$ cat config.mk
export PLATFORM = sky130hd
export DESIGN_NAME = spi_cmd_decoder
export DESIGN_NICKNAME = d
export VERILOG_FILES = /design/src/rtl/spi_cmd_pkg.sv /design/src/rtl/cmd_reg_bank.sv /design/src/rtl/spi_cmd_decoder.sv
export SDC_FILE = /design/constraint.sdc
export NUM_CORES = 1
export LEC_CHECK = 0
export CAP_MARGIN = 20
export CORE_MARGIN = 2
export CORE_UTILIZATION = 51
export DETAILED_ROUTE_END_ITERATION = 10
export PLACE_DENSITY = 0.91
export SLEW_MARGIN = 15
export SYNTH_ARGS = -nofsm -noshare
export SYNTH_HDL_FRONTEND = slang
export SYNTH_SLANG_ARGS = --single-unit
export TNS_END_PERCENT = 1
$ cat constraint.sdc
create_clock -name SYS_CLK -period 3.85 [get_ports SYS_CLK]
set_clock_uncertainty 0.05 [all_clocks]
set_input_delay 0.77 -clock SYS_CLK [delete_from_list [all_inputs] [get_ports SYS_CLK]]
set_output_delay 0.77 -clock SYS_CLK [all_outputs]
set_load 0.02 [all_outputs]
$ cat src/rtl/spi_cmd_pkg.sv
// spi_cmd_pkg: shared types, field positions and status-word helper for the SPI command decoder
package spi_cmd_pkg;
  typedef enum logic [1:0] {OP_NOP = 2'b00, OP_READ = 2'b01, OP_WRITE = 2'b10, OP_STATUS = 2'b11} op_t;
  typedef enum logic {IDLE = 1'b0, WAIT_DATA = 1'b1} state_t;
  localparam logic [7:0] STATUS_SIG = 8'hA5;
  localparam int OP_HI = 15;
  localparam int OP_LO = 14;
  localparam int ADDR_HI = 3;
  localparam int ADDR_LO = 0;
  function automatic logic [15:0] status_word(input logic pend, input logic err, input logic [5:0] fcnt);
    return {STATUS_SIG, pend, err, fcnt};
  endfunction
endpackage

$ cat src/rtl/cmd_reg_bank.sv
// cmd_reg_bank: N_REGS x 16 register storage with one write port, combinational read port and flat view
module cmd_reg_bank
  import spi_cmd_pkg::*;
#(
  parameter int N_REGS = 16
) (
  input  logic                  clk,
  input  logic                  rst,
  input  logic                  we,
  input  logic [3:0]            waddr,
  input  logic [15:0]           wdata,
  input  logic [3:0]            raddr,
  output logic [15:0]           rdata,
  output logic [16*N_REGS-1:0]  regs_flat
);
  logic [15:0] regs_q [N_REGS];
  always_ff @(posedge clk)
    for (int i = 0; i < N_REGS; i++)
      if (rst) regs_q[i] <= '0;
      else if (we && waddr == 4'(i)) regs_q[i] <= wdata;
  always_comb begin
    rdata = '0;
    for (int i = 0; i < N_REGS; i++)
      if (raddr == 4'(i)) rdata = regs_q[i];
  end
  for (genvar g = 0; g < N_REGS; g++) begin : g_flat
    assign regs_flat[16*g +: 16] = regs_q[g];
  end
endmodule

$ cat src/rtl/spi_cmd_decoder.sv
// spi_cmd_decoder: decodes SPI frames into NOP/READ/WRITE/STATUS on a register bank.
// Optional WRITE data-frame timeout enabled by defining SPI_CMD_TIMEOUT_EN.
module spi_cmd_decoder
  import spi_cmd_pkg::*;
#(
  parameter int N_REGS      = 16,
  parameter int TIMEOUT_CYC = 4096
) (
  input  logic                  SYS_CLK,
  input  logic                  all_clear,
  input  logic                  strob_LOAD,
  input  logic [15:0]           data_from_mosi,
  output logic [15:0]           data_in_SPI,
  output logic [16*N_REGS-1:0]  regs_flat,
  output logic                  wr_stb,
  output logic [3:0]            wr_addr
);
  if (N_REGS < 1 || N_REGS > 16 || TIMEOUT_CYC < 2) begin : g_bad_param
    $error("spi_cmd_decoder: N_REGS must be 1..16 and TIMEOUT_CYC at least 2");
  end
  state_t      state_q, state_d;
  logic        strob_q, err_q, err_d, wr_stb_q, we, fe, tmo, cmd_ok, lat_ok;
  logic [5:0]  fcnt_q, fcnt_d;
  logic [15:0] resp_q, resp_d, rd_data;
  logic [3:0]  addr_q, addr_d, wr_addr_q, wr_addr_d, cmd_addr;
  op_t         op;
  assign fe       = strob_q & ~strob_LOAD;
  assign op       = op_t'(data_from_mosi[OP_HI:OP_LO]);
  assign cmd_addr = data_from_mosi[ADDR_HI:ADDR_LO];
  assign cmd_ok   = {1'b0, cmd_addr} < 5'(N_REGS);
  assign lat_ok   = {1'b0, addr_q} < 5'(N_REGS);
  assign we       = fe && state_q == WAIT_DATA && lat_ok;
`ifdef SPI_CMD_TIMEOUT_EN
  localparam int TW = $clog2(TIMEOUT_CYC) + 1;
  logic [TW-1:0] tmo_q;
  always_ff @(posedge SYS_CLK)
    tmo_q <= (all_clear || state_q != WAIT_DATA) ? '0 : tmo_q + 1'b1;
  assign tmo = state_q == WAIT_DATA && tmo_q == TW'(TIMEOUT_CYC - 1);
`else
  assign tmo = 1'b0;
`endif
  always_comb begin
    state_d   = state_q;
    err_d     = err_q;
    fcnt_d    = fcnt_q;
    resp_d    = resp_q;
    addr_d    = addr_q;
    wr_addr_d = wr_addr_q;
    if (fe && state_q == WAIT_DATA) begin
      fcnt_d    = fcnt_q + 6'd1;
      state_d   = IDLE;
      err_d     = err_q | ~lat_ok;
      wr_addr_d = lat_ok ? addr_q : wr_addr_q;
      resp_d    = status_word(1'b0, err_d, fcnt_d);
    end else if (fe) begin
      fcnt_d  = fcnt_q + 6'd1;
      state_d = op == OP_WRITE ? WAIT_DATA : IDLE;
      addr_d  = op == OP_WRITE ? cmd_addr : addr_q;
      err_d   = op == OP_STATUS ? 1'b0 : (op == OP_READ && !cmd_ok) ? 1'b1 : err_q;
      resp_d  = op == OP_READ ? (cmd_ok ? rd_data : 16'h0000) : status_word(op == OP_WRITE, err_q, fcnt_d);
    end else if (tmo) begin
      state_d = IDLE;
      err_d   = 1'b1;
      resp_d  = status_word(1'b0, 1'b1, fcnt_q);
    end
  end
  always_ff @(posedge SYS_CLK)
    if (all_clear) begin
      state_q   <= IDLE;
      strob_q   <= 1'b0;
      err_q     <= 1'b0;
      fcnt_q    <= '0;
      resp_q    <= {STATUS_SIG, 8'h00};
      addr_q    <= '0;
      wr_addr_q <= '0;
      wr_stb_q  <= 1'b0;
    end else begin
      state_q   <= state_d;
      strob_q   <= strob_LOAD;
      err_q     <= err_d;
      fcnt_q    <= fcnt_d;
      resp_q    <= resp_d;
      addr_q    <= addr_d;
      wr_addr_q <= wr_addr_d;
      wr_stb_q  <= we;
    end
  assign data_in_SPI = resp_q;
  assign wr_stb      = wr_stb_q;
  assign wr_addr     = wr_addr_q;
  cmd_reg_bank #(.N_REGS(N_REGS)) u_bank (
    .clk       (SYS_CLK),
    .rst       (all_clear),
    .we        (we),
    .waddr     (addr_q),
    .wdata     (data_from_mosi),
    .raddr     (cmd_addr),
    .rdata     (rd_data),
    .regs_flat (regs_flat)
  );
endmodule

Word level (Yosys, flattened, before mapping)

Memory sizes are Yosys's and may differ from the RTL's.
Index checks and enable logic that the tools add are counted.
Widths: inputs -> output; s select.

Output and inout bits: 277
Bits in registers: 33
Bits in latches: 0
Memories: 1
Bits in writable memories: 256
Memory bits (read-only): 0
Bits of input ports: 19

Muxes and demuxes: 88
Shift-type cells: 0
$mul: 0
Divide/modulo/power cells: 0
Bitwise gates (word level): 19
Reductions and logical operators: 22
Magnitude comparators: 0
Add/sub/neg operators: 1
Equal/unequal tests: 32

Memory list:

| name          | words | width | rd ports | clocked after memory_dff | write ports | line               | text |
|---|---|---|---|---|---|---|---|
| u_bank.regs_q | 16    | 16    | 16       | 0                        | 16          | cmd_reg_bank.sv:16 | `logic [15:0] regs_q [N_REGS];` |

Operator list:

| cell                | count |
|---|---|
| $mux 16             | 33 |
| $eq 4x4->1 const B  | 16 |
| $mux 1              | 51 |
| $eq 4x3->1 const B  | 8 |
| $logic_and 1x1->1   | 17 |
| $eq 4x2->1 const B  | 4 |
| $or 1x1->1          | 16 |
| $mux 7              | 2 |
| $mux 6              | 2 |
| $eq 4x1->1 const B  | 2 |
| $logic_not 4->1     | 2 |
| $add 6x1->6 const B | 1 |
| $reduce_and 3->1    | 1 |
| $eq 2x1->1 const B  | 1 |
| $eq 2x2->1 const B  | 1 |
| $not 1->1           | 2 |
| $reduce_bool 2->1   | 1 |
| $reduce_or 2->1     | 1 |
| $and 1x1->1         | 1 |

Depth between registers and ports, before layout

Gate-level depths: netlist (run 1).

Depth after elaboration: 20
Gate-level depth with buffers: 9

By module

Synthesis (run 1) repeated with hierarchy kept, for this count alone.

Cell total of the unflattened synthesis: 1186
Area, all modules: 13805.7 um2

Modules (own cells, without submodules):

| module          | cells an instance | times used | area an instance (um2) |
|---|---|---|---|
| cmd_reg_bank    | 1036              | 1          | 12444.4 |
| spi_cmd_decoder | 150               | 1          | 1361.3 |

Worst setup path after synthesis (run 1)

Ideal clock, no wire load.

Path type: input port to flip-flop
From: input port strob_LOAD
To: memory u_bank.regs_q[0][0], enable pin
Data required time: 3.386 ns
Buffers on the path: 2
Slack: 0.407 ns
Arrival time: 2.979 ns
Cell stages on the path: 5
Cells stage by stage: nand3b_2 -> or3_1 -> clkbuf_1 -> clkbuf_1 -> o31ai_1

RTL lines:

| what               | line                  | text |
|---|---|---|
| start: declaration | spi_cmd_decoder.sv:11 | `input logic strob_LOAD,` |
| end: declaration   | cmd_reg_bank.sv:16    |  |

==> impl_metrics.json, run 1 <==
{
  "status": "complete, but fails checks",
  "violations": "DRC",
  "gp_congestion": 0.957,
  "cts_buffers": 28,
  "syn-instance-count": 1138,
  "fin_setup_tns_ns": 0,
  "syn_to_final_growth_pct": 31.3,
  "synth_top_area_cell": "edfxtp_1",
  "max_cap_viol_count": 0,
  "placed_area_mm2": 0.0169,
  "async_flop_share": 0,
  "coreArea_mm2": 0.0261,
  "hpwl_um": 34300,
  "cts_resized": 0,
  "dp_slack_ns": 0.423,
  "synth_simple_gate_area_share": 0.192,
  "tightest_slew_ns": 1.04,
  "fmax_mhz": 339,
  "final_layout_size_suffix_gt1_frac": 0.0997,
  "crit_type": "in2reg",
  "cts_root_buf": "clkbuf_16",
  "rsz0062_at_grt": "no",
  "fin_nets": 1433,
  "cts_tree": "done",
  "crit_chain": "clkdlybuf4s50_1 -> nand3b_2 -> or3_1 -> buf_4 -> nor2_1 -> and2_1",
  "grt_pass1_wl_um": 71800,
  "netlist_top_cells_count": "256 x edfxtp_1, 195 x and2_1, 74 x nor3_1",
  "first_iter_violations": 2056,
  "yosysUniqueCellTypes": 68,
  "crit_path_start_kind": "input pin",
  "synthMostInstantiatedCell": "edfxtp_1",
  "initial_core_util": 0.521,
  "power_density_mw_per_mm2": 407,
  "cp.required_ns": 4.21,
  "grtUsageTotal": 0.344,
  "synth_xor_area_frac": 0.00386,
  "synthAdderAreaFrac": 0.000918,
  "p_leak_nw": 6.35,
  "drtAntennaViolNets": 0,
  "syn_nets": 1158,
  "syn_area_mm2": 0.0136,
  "holdWs_ns": 0.412,
  "via_per_inst": 6.66,
  "relSlewSlack": 0.305,
  "yosys_warnings": 0,
  "design_area_mm2": 0.0179,
  "synth_ff_type": "edfxtp_1",
  "drv_slew": 0,
  "num_vias": 11788,
  "ys_top_cells_by_area": "edfxtp_1 56%, and2_1 9.0%, dfxtp_1 4.8%",
  "fin_util": 0.685,
  "firstDrtPassIters": 9,
  "cp_data_arrival_time_ns": 3.31,
  "die_h_um": 167,
  "synth-compound-area-share": 0.102,
  "placed_cells": 1718,
  "cts_setup_buffers": 0,
  "cts.hold.buffers_added": 0,
  "die_w_um": 167,
  "seq_area_frac_synth": 0.613,
  "fin_crit_sh": 0.767,
  "diodes": 0,
  "synthMuxAreaShare": 0.0483,
  "period_needed_ns": 2.95,
  "num_rows": 59,
  "fin_cells": 1770,
  "worst_slack_ns": 0.897,
  "synth_top_family_by_area": "simple AND/OR/NAND/NOR gates",
  "grt_pass1_vias": 11458,
  "wire_per_inst_um": 27.9,
  "clk_pin_slew_ns": 0.06,
  "slowest_delay_ns": 0.79,
  "setup_viol": 0,
  "clk_latency_ns": 0.56,
  "crit_fanout": 22,
  "ir_drop_mv": 0.275,
  "synth_seq_cells": 289,
  "htreeDepth": 1,
  "synth_edf_count": 256,
  "hold_viol": 0,
  "cts_max_path_buffers": 3,
  "io_buffer_count": 295,
  "die_area_mm2": 0.0280,
  "antenna_found_initial": 1,
  "drc_errors": 18,
  "io_pins": 296,
  "synth_top_area_share": 0.564,
  "syn_avg_cell_area_um2": 12.0,
  "grt_overflow": 0,
  "total_power_mw": 7.28,
  "totalWireLength_um": 49300,
  "grt_max_degree": 59,
  "end_kind": "register",
  "cts.sinks": 289,
  "crit_path_top_delay_cell": "nor2_1",
  "hp-class": "reg2reg"
}
==> power breakdown <==
group	leakage, nW	switching (mW)	internal [mW]	total (mW)
clock network	0.464	1.21	1.66	2.87
registers	2.91	0.0935	3.50	3.60
logic	2.98	0.507	0.310	0.817
total	6.35	1.81	5.47	7.28
==> sequential cells by signal (all words and copies together), names as in the netlist <==
name	flops
fcnt_q	6
wr_stb	1
state_q	1
data_in_SPI	16
strob_q	1
addr_q	4
u_bank.regs_q	256
wr_addr	4
==> metal layers <==
metal  vias up  global-route usage  wire [um]
met2      1191               0.533      22200
li1       4747                   -          -
met1      5607               0.445      16400
met3       241              0.0884       7420
met5         -                   0         18
met4         2               0.189       3230
==> final timing paths <==
path                           startpoint                                 end  slack, ns  depth (start not counted)
hold reg to reg   wr_addr[2]$_SDFFE_PP0P_             wr_addr[2]$_SDFFE_PP0P_       0.41                          2
hold / removal    wr_addr[2]$_SDFFE_PP0P_             wr_addr[2]$_SDFFE_PP0P_       0.41                          2
setup reg to reg     state_q$_SDFFE_PP0P_  u_bank.regs_q[0][69]$_SDFFCE_PN0P_       1.26                          5
setup / recovery               strob_LOAD  u_bank.regs_q[0][69]$_SDFFCE_PN0P_       0.90                          6
==> layout by cell type (no fill, tap or decap), types with 16 or more instances in the layout <==
cell type | Yosys | routed
clkdlybuf4s50_1 | 0 | 292
edfxtp_1 | 256 | 256
and2_1 | 195 | 195
nor3_1 | 74 | 74
nand2_1 | 64 | 64
buf_4 | 6 | 58
nor2_1 | 47 | 47
o21ai_0 | 55 | 43
a21oi_1 | 42 | 42
dfxtp_1 | 33 | 33
clkbuf_16 | 0 | 30
mux2i_1 | 20 | 20
o211ai_1 | 17 | 17
nand3_1 | 16 | 16
mux2_2 | 16 | 16
==> worst max-delay path, delay by kind of cell <==
kind | cells | cell delay, ns
AND/OR/NAND/NOR | 4 | 1.82
buffers and inverters | 2 | 0.71
==> layout make-up <==
type / count / area (um2)
clock buffer: 38 / 801
sequential: 289 / 8350
timing repair buffer: 353 / 3390
inverter: 7 / 26.3
clock inverter: 14 / 148
fill: 1779 / 8240
multi-input combinational: 734 / 4760
tap: 335 / 419
==> cells by family after synthesis <==
| group | after synthesis |
|---|---|
| AOI/OAI and AO/OA | 211 |
| xor gates and xnor gates | 6 |
| adders and majority gates | 1 |
| buffers and inverters | 115 |
| DFF | 289 |
| muxes | 48 |
| and+or+nand+nor | 468 |
No activity file was read; power rests on OpenSTA's default activity.
==> run 2, diff against run 1 <==
--- a/config.mk
+++ b/config.mk
@@ -7,9 +7,9 @@
 export LEC_CHECK = 0
 export CAP_MARGIN = 20
 export CORE_MARGIN = 2
-export CORE_UTILIZATION = 51
+export CORE_UTILIZATION = 46
 export DETAILED_ROUTE_END_ITERATION = 10
-export PLACE_DENSITY = 0.91
+export PLACE_DENSITY = 0.87
 export SLEW_MARGIN = 15
 export SYNTH_ARGS = -nofsm -noshare
 export SYNTH_HDL_FRONTEND = slang
==> constraint.sdc (replaced) <==
create_clock -name SYS_CLK -period 2.5 [get_ports SYS_CLK]
set_clock_uncertainty 0.05 [all_clocks]
set_input_delay 0.5 -clock SYS_CLK [delete_from_list [all_inputs] [get_ports SYS_CLK]]
set_output_delay 0.5 -clock SYS_CLK [all_outputs]
set_load 0.02 [all_outputs]
==> run 2 against run 1 <==
The flow now finishes without violations. Die area rose by 11%. Cell count rose by 8.2%. Non-clock buffer count rose by 90. Flip-flop and latch count did not move. Via count fell by 0.25%. Power rose by 56%. Setup slack got worse by 0.65 ns. Combinational power rose by 69%. Count of clock-buffer cells in the layout rose by 3. Core utilization fell by 4.4 points. Routed wire length rose by 1.2%. Worst hold slack got worse by 0.0037 ns.
==> impl_metrics.json, run 2 (same netlist as run 1, synthesis figures left out) <==
{
  "status": "complete, no violations",
  "die_area_mm2": 0.0310,
  "drt-met1-wl_um": 17700,
  "cts_setup_buffers": 0,
  "num_rows": 63,
  "crit_fanout": 12,
  "cts.hold.buffers_added": 0,
  "rsz0062_at_grt": "no",
  "cp_data_arrival_time_ns": 2.64,
  "fin_nets": 1524,
  "ir_drop_mv": 0.415,
  "io_buffer_count": 295,
  "cts_max_path_buffers": 3,
  "drv_slew": 0,
  "wire_per_inst_um": 26.1,
  "relSlewSlack": 0.448,
  "via_per_inst": 6.14,
  "crit_path_start_kind": "register",
  "path_buf_inv": 0,
  "design_area_mm2": 0.0188,
  "crit_chain": "nand2b_1 -> nand2b_1 -> nor2_1 -> and2_1",
  "cts_root_buf": "clkbuf_16",
  "final_layout_size_suffix_gt1_frac": 0.153,
  "grt_pass1_wl_um": 73200,
  "coreArea_mm2": 0.0294,
  "power_density_mw_per_mm2": 601,
  "top_layer_used": "met4",
  "placed_cells": 1863,
  "final_cell_mix": "292 x clkdlybuf4s50_1, 256 x edfxtp_1, 195 x and2_1, 132 x buf_4, 74 x nor3_1",
  "dr_wl_met2_um": 23000,
  "dp_slack_ns": -0.252,
  "fin_setup_tns_ns": 0,
  "cp.required_ns": 2.88,
  "grt_pass1_vias": 11524,
  "path_common_cell": "nand2b_1",
  "fmax_mhz": 443,
  "io_pins": 296,
  "grtUsageTotal": 0.318,
  "layout_commonest_cell": "clkdlybuf4s50_1",
  "num_vias": 11758,
  "fin_util": 0.641,
  "crit_type": "reg2reg",
  "fin_crit_sh": 0.903,
  "end_kind": "register",
  "cts_resized": 0,
  "htreeDepth": 1,
  "hp-class": "reg2reg",
  "p_leak_nw": 6.86,
  "crit_path_top_delay_cell": "dfxtp_1",
  "placed_area_mm2": 0.0179,
  "cts_buffers": 29,
  "clk_pin_slew_ns": 0.06,
  "wl_met3_um": 6740,
  "initial_core_util": 0.463,
  "tightest_slew_ns": 0.825,
  "slowest_delay_ns": 0.67,
  "antenna_found_initial": 0,
  "first_iter_violations": 1849,
  "period_needed_ns": 2.26,
  "die_h_um": 176,
  "firstDrtPassIters": 6,
  "cts_tree": "done",
  "hold_viol": 0,
  "clk_latency_ns": 0.56,
  "hpwl_um": 36600,
  "fin_cells": 1915,
  "syn_to_final_growth_pct": 38.3,
  "largest_reg_flops": 256,
  "drtAntennaViolNets": 0,
  "worst_slack_ns": 0.243,
  "gp_congestion": 0.989,
  "drc_errors": 0,
  "die_w_um": 176,
  "setup_viol": 0,
  "totalWireLength_um": 49900,
  "cts.sinks": 289,
  "max_cap_viol_count": 0,
  "cp_top_family": "simple AND/OR/NAND/NOR gates",
  "regMostFlops": "u_bank.regs_q",
  "grt_max_degree": 38,
  "grt_overflow": 0,
  "diodes": 0
}
-- run 2: stage by stage --
step	hold WS (ns)	power, mW
2_1_floorplan	0.404	6.20
3_3_place_gp	0.400	6.95
3_5_place_dp	0.400	6.97
4_1_cts	0.408	11.3
5_1_grt	0.445	11.5
6_report	0.408	11.3
-- run 2: routing by layer --
layer  vias to the layer above  global-route usage
li1                       4930                   -
met1                      5606               0.421
met2                      1028               0.505
met3                       194              0.0706
met4                         0               0.139
met5                         -                   0
-- run 2: final timing paths --
check                                        startpoint                                   to  slack, ns  cells after the start
worst max register to register   addr_q[2]$_SDFFE_PP0P_  u_bank.regs_q[0][118]$_SDFFCE_PN0P_       0.24                      4
worst max-delay path             addr_q[2]$_SDFFE_PP0P_  u_bank.regs_q[0][118]$_SDFFCE_PN0P_       0.24                      4
worst min register to register  wr_addr[2]$_SDFFE_PP0P_              wr_addr[2]$_SDFFE_PP0P_       0.41                      2
worst min-delay path            wr_addr[2]$_SDFFE_PP0P_              wr_addr[2]$_SDFFE_PP0P_       0.41                      2
-- run 2: power breakdown --
part / internal (mW) / leakage [nW] / switching, mW
clock: 2.58 / 0.465 / 1.84
combinational: 0.576 / 3.49 / 0.803
sequential: 5.39 / 2.91 / 0.135
total: 8.55 / 6.86 / 2.78
-- run 2: area by class of cell --
| class | instances | area [um2] |
|---|---|---|
| inverters | 7 | 26.3 |
| fillers | 2156 | 10600 |
| flip-flops and latches | 289 | 8350 |
| repair buffers | 443 | 4260 |
| clock buffers | 41 | 821 |
| multi-input cells | 734 | 4760 |
| well taps | 390 | 488 |
| clock inverters | 11 | 133 |
-- run 2: tightest hold or removal path: stages, from the launching register on --
cell     delay (ns)
dfxtp_1        0.31
nand2_1        0.05
a21oi_1        0.05
==> run 3, diff against run 2 <==
--- a/config.mk
+++ b/config.mk
@@ -9,6 +9,7 @@
 export CORE_MARGIN = 2
 export CORE_UTILIZATION = 46
 export DETAILED_ROUTE_END_ITERATION = 10
+export MAX_ROUTING_LAYER = met4
 export PLACE_DENSITY = 0.87
 export SLEW_MARGIN = 15
 export SYNTH_ARGS = -nofsm -noshare
==> run 3 against run 2 <==
Sequential share of layout area grew 0.083 points. Global-route usage grew 0.35 points. Register-to-register slack barely moved. Combinational power is essentially flat. Routed wire length shrank 1.0%. First-iteration DRC count rose by 3.7%. Clock power decreased by 5.0%. Worst hold slack got worse by 0.0031 ns. Die area unchanged. Core utilization down 0.12 points. Setup slack better by 0.0056 ns. Critical path depth is the same.
==> impl_metrics.json, run 3 (same netlist as run 1, synthesis figures left out) <==
{
  "status": "complete, no violations",
  "path_buf_inv": 0,
  "switching_share": 0.253,
  "p_switching_mw": 2.82,
  "max_cap_viol_count": 0,
  "wire_per_inst_um": 25.7,
  "layout_commonest_cell": "clkdlybuf4s50_1",
  "cts_resized": 0,
  "crit_type": "reg2reg",
  "via_per_inst": 6.11,
  "drtAntennaViolNets": 0,
  "fin_cells": 1924,
  "totalWireLength_um": 49400,
  "antenna_found_initial": 2,
  "end_kind": "register",
  "cts_buffers": 31,
  "hpwl_um": 36400,
  "cts_setup_buffers": 0,
  "r2r_start": "addr_q[2]$_SDFFE_PP0P_",
  "relSlewSlack": 0.383,
  "fin_nets": 1530,
  "grt_pass1_vias": 11355,
  "regMostFlops": "u_bank.regs_q",
  "clk_pin_slew_ns": 0.06,
  "cp.required_ns": 2.86,
  "cp_top_family": "simple AND/OR/NAND/NOR gates",
  "cts_tree": "done",
  "ff2ff_path_depth": 4,
  "path_common_cell": "nand2b_1",
  "drc_errors": 0,
  "cts.hold.buffers_added": 0,
  "crit_path_top_delay_cell": "nor2_1",
  "io_buffer_count": 295,
  "die_area_mm2": 0.0310,
  "grt_pass1_wl_um": 71800,
  "p_int_mw": 8.29,
  "whs_path_depth": 2,
  "hold_start": "wr_addr[2]$_SDFFE_PP0P_",
  "tightest_slew_ns": 0.922,
  "hold_viol": 0,
  "crit_fanout": 12,
  "htreeDepth": 1,
  "die_h_um": 176,
  "clk_latency_ns": 0.56,
  "fmax_mhz": 444,
  "cts_max_path_buffers": 3,
  "num_vias": 11760,
  "seq_power_share": 0.498,
  "fin_setup_tns_ns": 0,
  "coreArea_mm2": 0.0294,
  "placed_area_mm2": 0.0179,
  "cts_root_buf": "clkbuf_16",
  "hp-class": "reg2reg",
  "design_area_mm2": 0.0188,
  "io_pins": 296,
  "die_w_um": 176,
  "firstDrtPassIters": 6,
  "placed_cells": 1867,
  "r2r_setup_slack_ns": 0.25,
  "whs_endpoint": "wr_addr[2]$_SDFFE_PP0P_",
  "gp_congestion": 0.969,
  "cp_data_arrival_time_ns": 2.62,
  "fin_util": 0.640,
  "rsz0062_at_grt": "no",
  "fin_crit_sh": 0.901,
  "reg2reg_to": "u_bank.regs_q[0][91]$_SDFFCE_PN0P_",
  "drv_slew": 0,
  "p_clk_frac": 0.378,
  "ir_drop_mv": 0.414,
  "final_cell_mix": "292 x clkdlybuf4s50_1, 256 x edfxtp_1, 195 x and2_1, 138 x buf_4, 74 x nor3_1",
  "grt_max_degree": 48,
  "worst_slack_ns": 0.248,
  "cts.sinks": 289,
  "first_iter_violations": 1917,
  "grtUsageTotal": 0.321,
  "crit_chain": "nand2b_1 -> nand2b_1 -> nor2_1 -> and2_1",
  "power_density_mw_per_mm2": 591,
  "comb_power_share": 0.124,
  "setup_viol": 0,
  "final_layout_size_suffix_gt1_frac": 0.156,
  "period_needed_ns": 2.25,
  "crit_path_start_kind": "register",
  "largest_reg_flops": 256,
  "initial_core_util": 0.463,
  "slowest_delay_ns": 0.71,
  "syn_to_final_growth_pct": 38.0,
  "dp_slack_ns": -0.171,
  "p_leak_nw": 6.86,
  "grt_overflow": 0,
  "num_rows": 63
}
## run 3: through the flow
step	hold WS, ns	total power, mW
after CTS	0.406	11.1
after global routing	0.437	11.4
final	0.405	11.1
after floorplan	0.404	6.20
after global placement	0.398	6.96
after detailed placement	0.398	6.97
## run 3: area by class of cell
cell class	instances	area [um2]
fill	2163	10600
sequential	289	8350
multi-input combinational	734	4760
timing repair buffer	447	4270
clock buffer	39	826
tap	390	488
clock inverter	16	82.6
inverter	7	26.3
antenna	2	5.00
## run 3: worst min-delay path, delay by kind of cell (launching register included)
| kind | cells | cell delay [ns] |
|---|---|---|
| DFF | 1 | 0.31 |
| and+or+nand+nor | 1 | 0.05 |
| AOI/OAI and AO/OA | 1 | 0.05 |
## run 3: worst max-delay path by stage
stage	from	endpoint	slack [ns]	depth (start not counted)
4_1_cts	u_bank.regs_q[0][127]$_SDFFCE_PN0P_	regs_flat[127]	0.30	1
3_5_place_dp	strob_LOAD	u_bank.regs_q[1][43]$_SDFFCE_PN0P_	-0.17	7
3_3_place_gp	strob_LOAD	u_bank.regs_q[1][71]$_SDFFCE_PN0P_	-0.1	5
2_1_floorplan	strob_LOAD	u_bank.regs_q[1][80]$_SDFFCE_PN0P_	-0.38	5
5_1_grt	addr_q[2]$_SDFFE_PP0P_	u_bank.regs_q[0][90]$_SDFFCE_PN0P_	0.09	4
6_report	addr_q[2]$_SDFFE_PP0P_	u_bank.regs_q[0][91]$_SDFFCE_PN0P_	0.25	4
## run 3: per-layer routing
metal,track usage,up-vias,wire [um]
met5,-,-,0
met4,0.114,0,2020
met3,0.0581,158,6170
met2,0.511,961,23500
met1,0.416,5689,17700
li1,-,4952,-
## run 3: power by group through the flow
stage | Clock (mW) | Combinational (mW) | Sequential (mW)
after floorplan | 0 | 0.435 | 5.77
after global placement | 0 | 1.34 | 5.62
after detailed placement | 0 | 1.35 | 5.62
after CTS | 4.21 | 1.36 | 5.52
after global routing | 4.40 | 1.43 | 5.54
final | 4.20 | 1.38 | 5.53
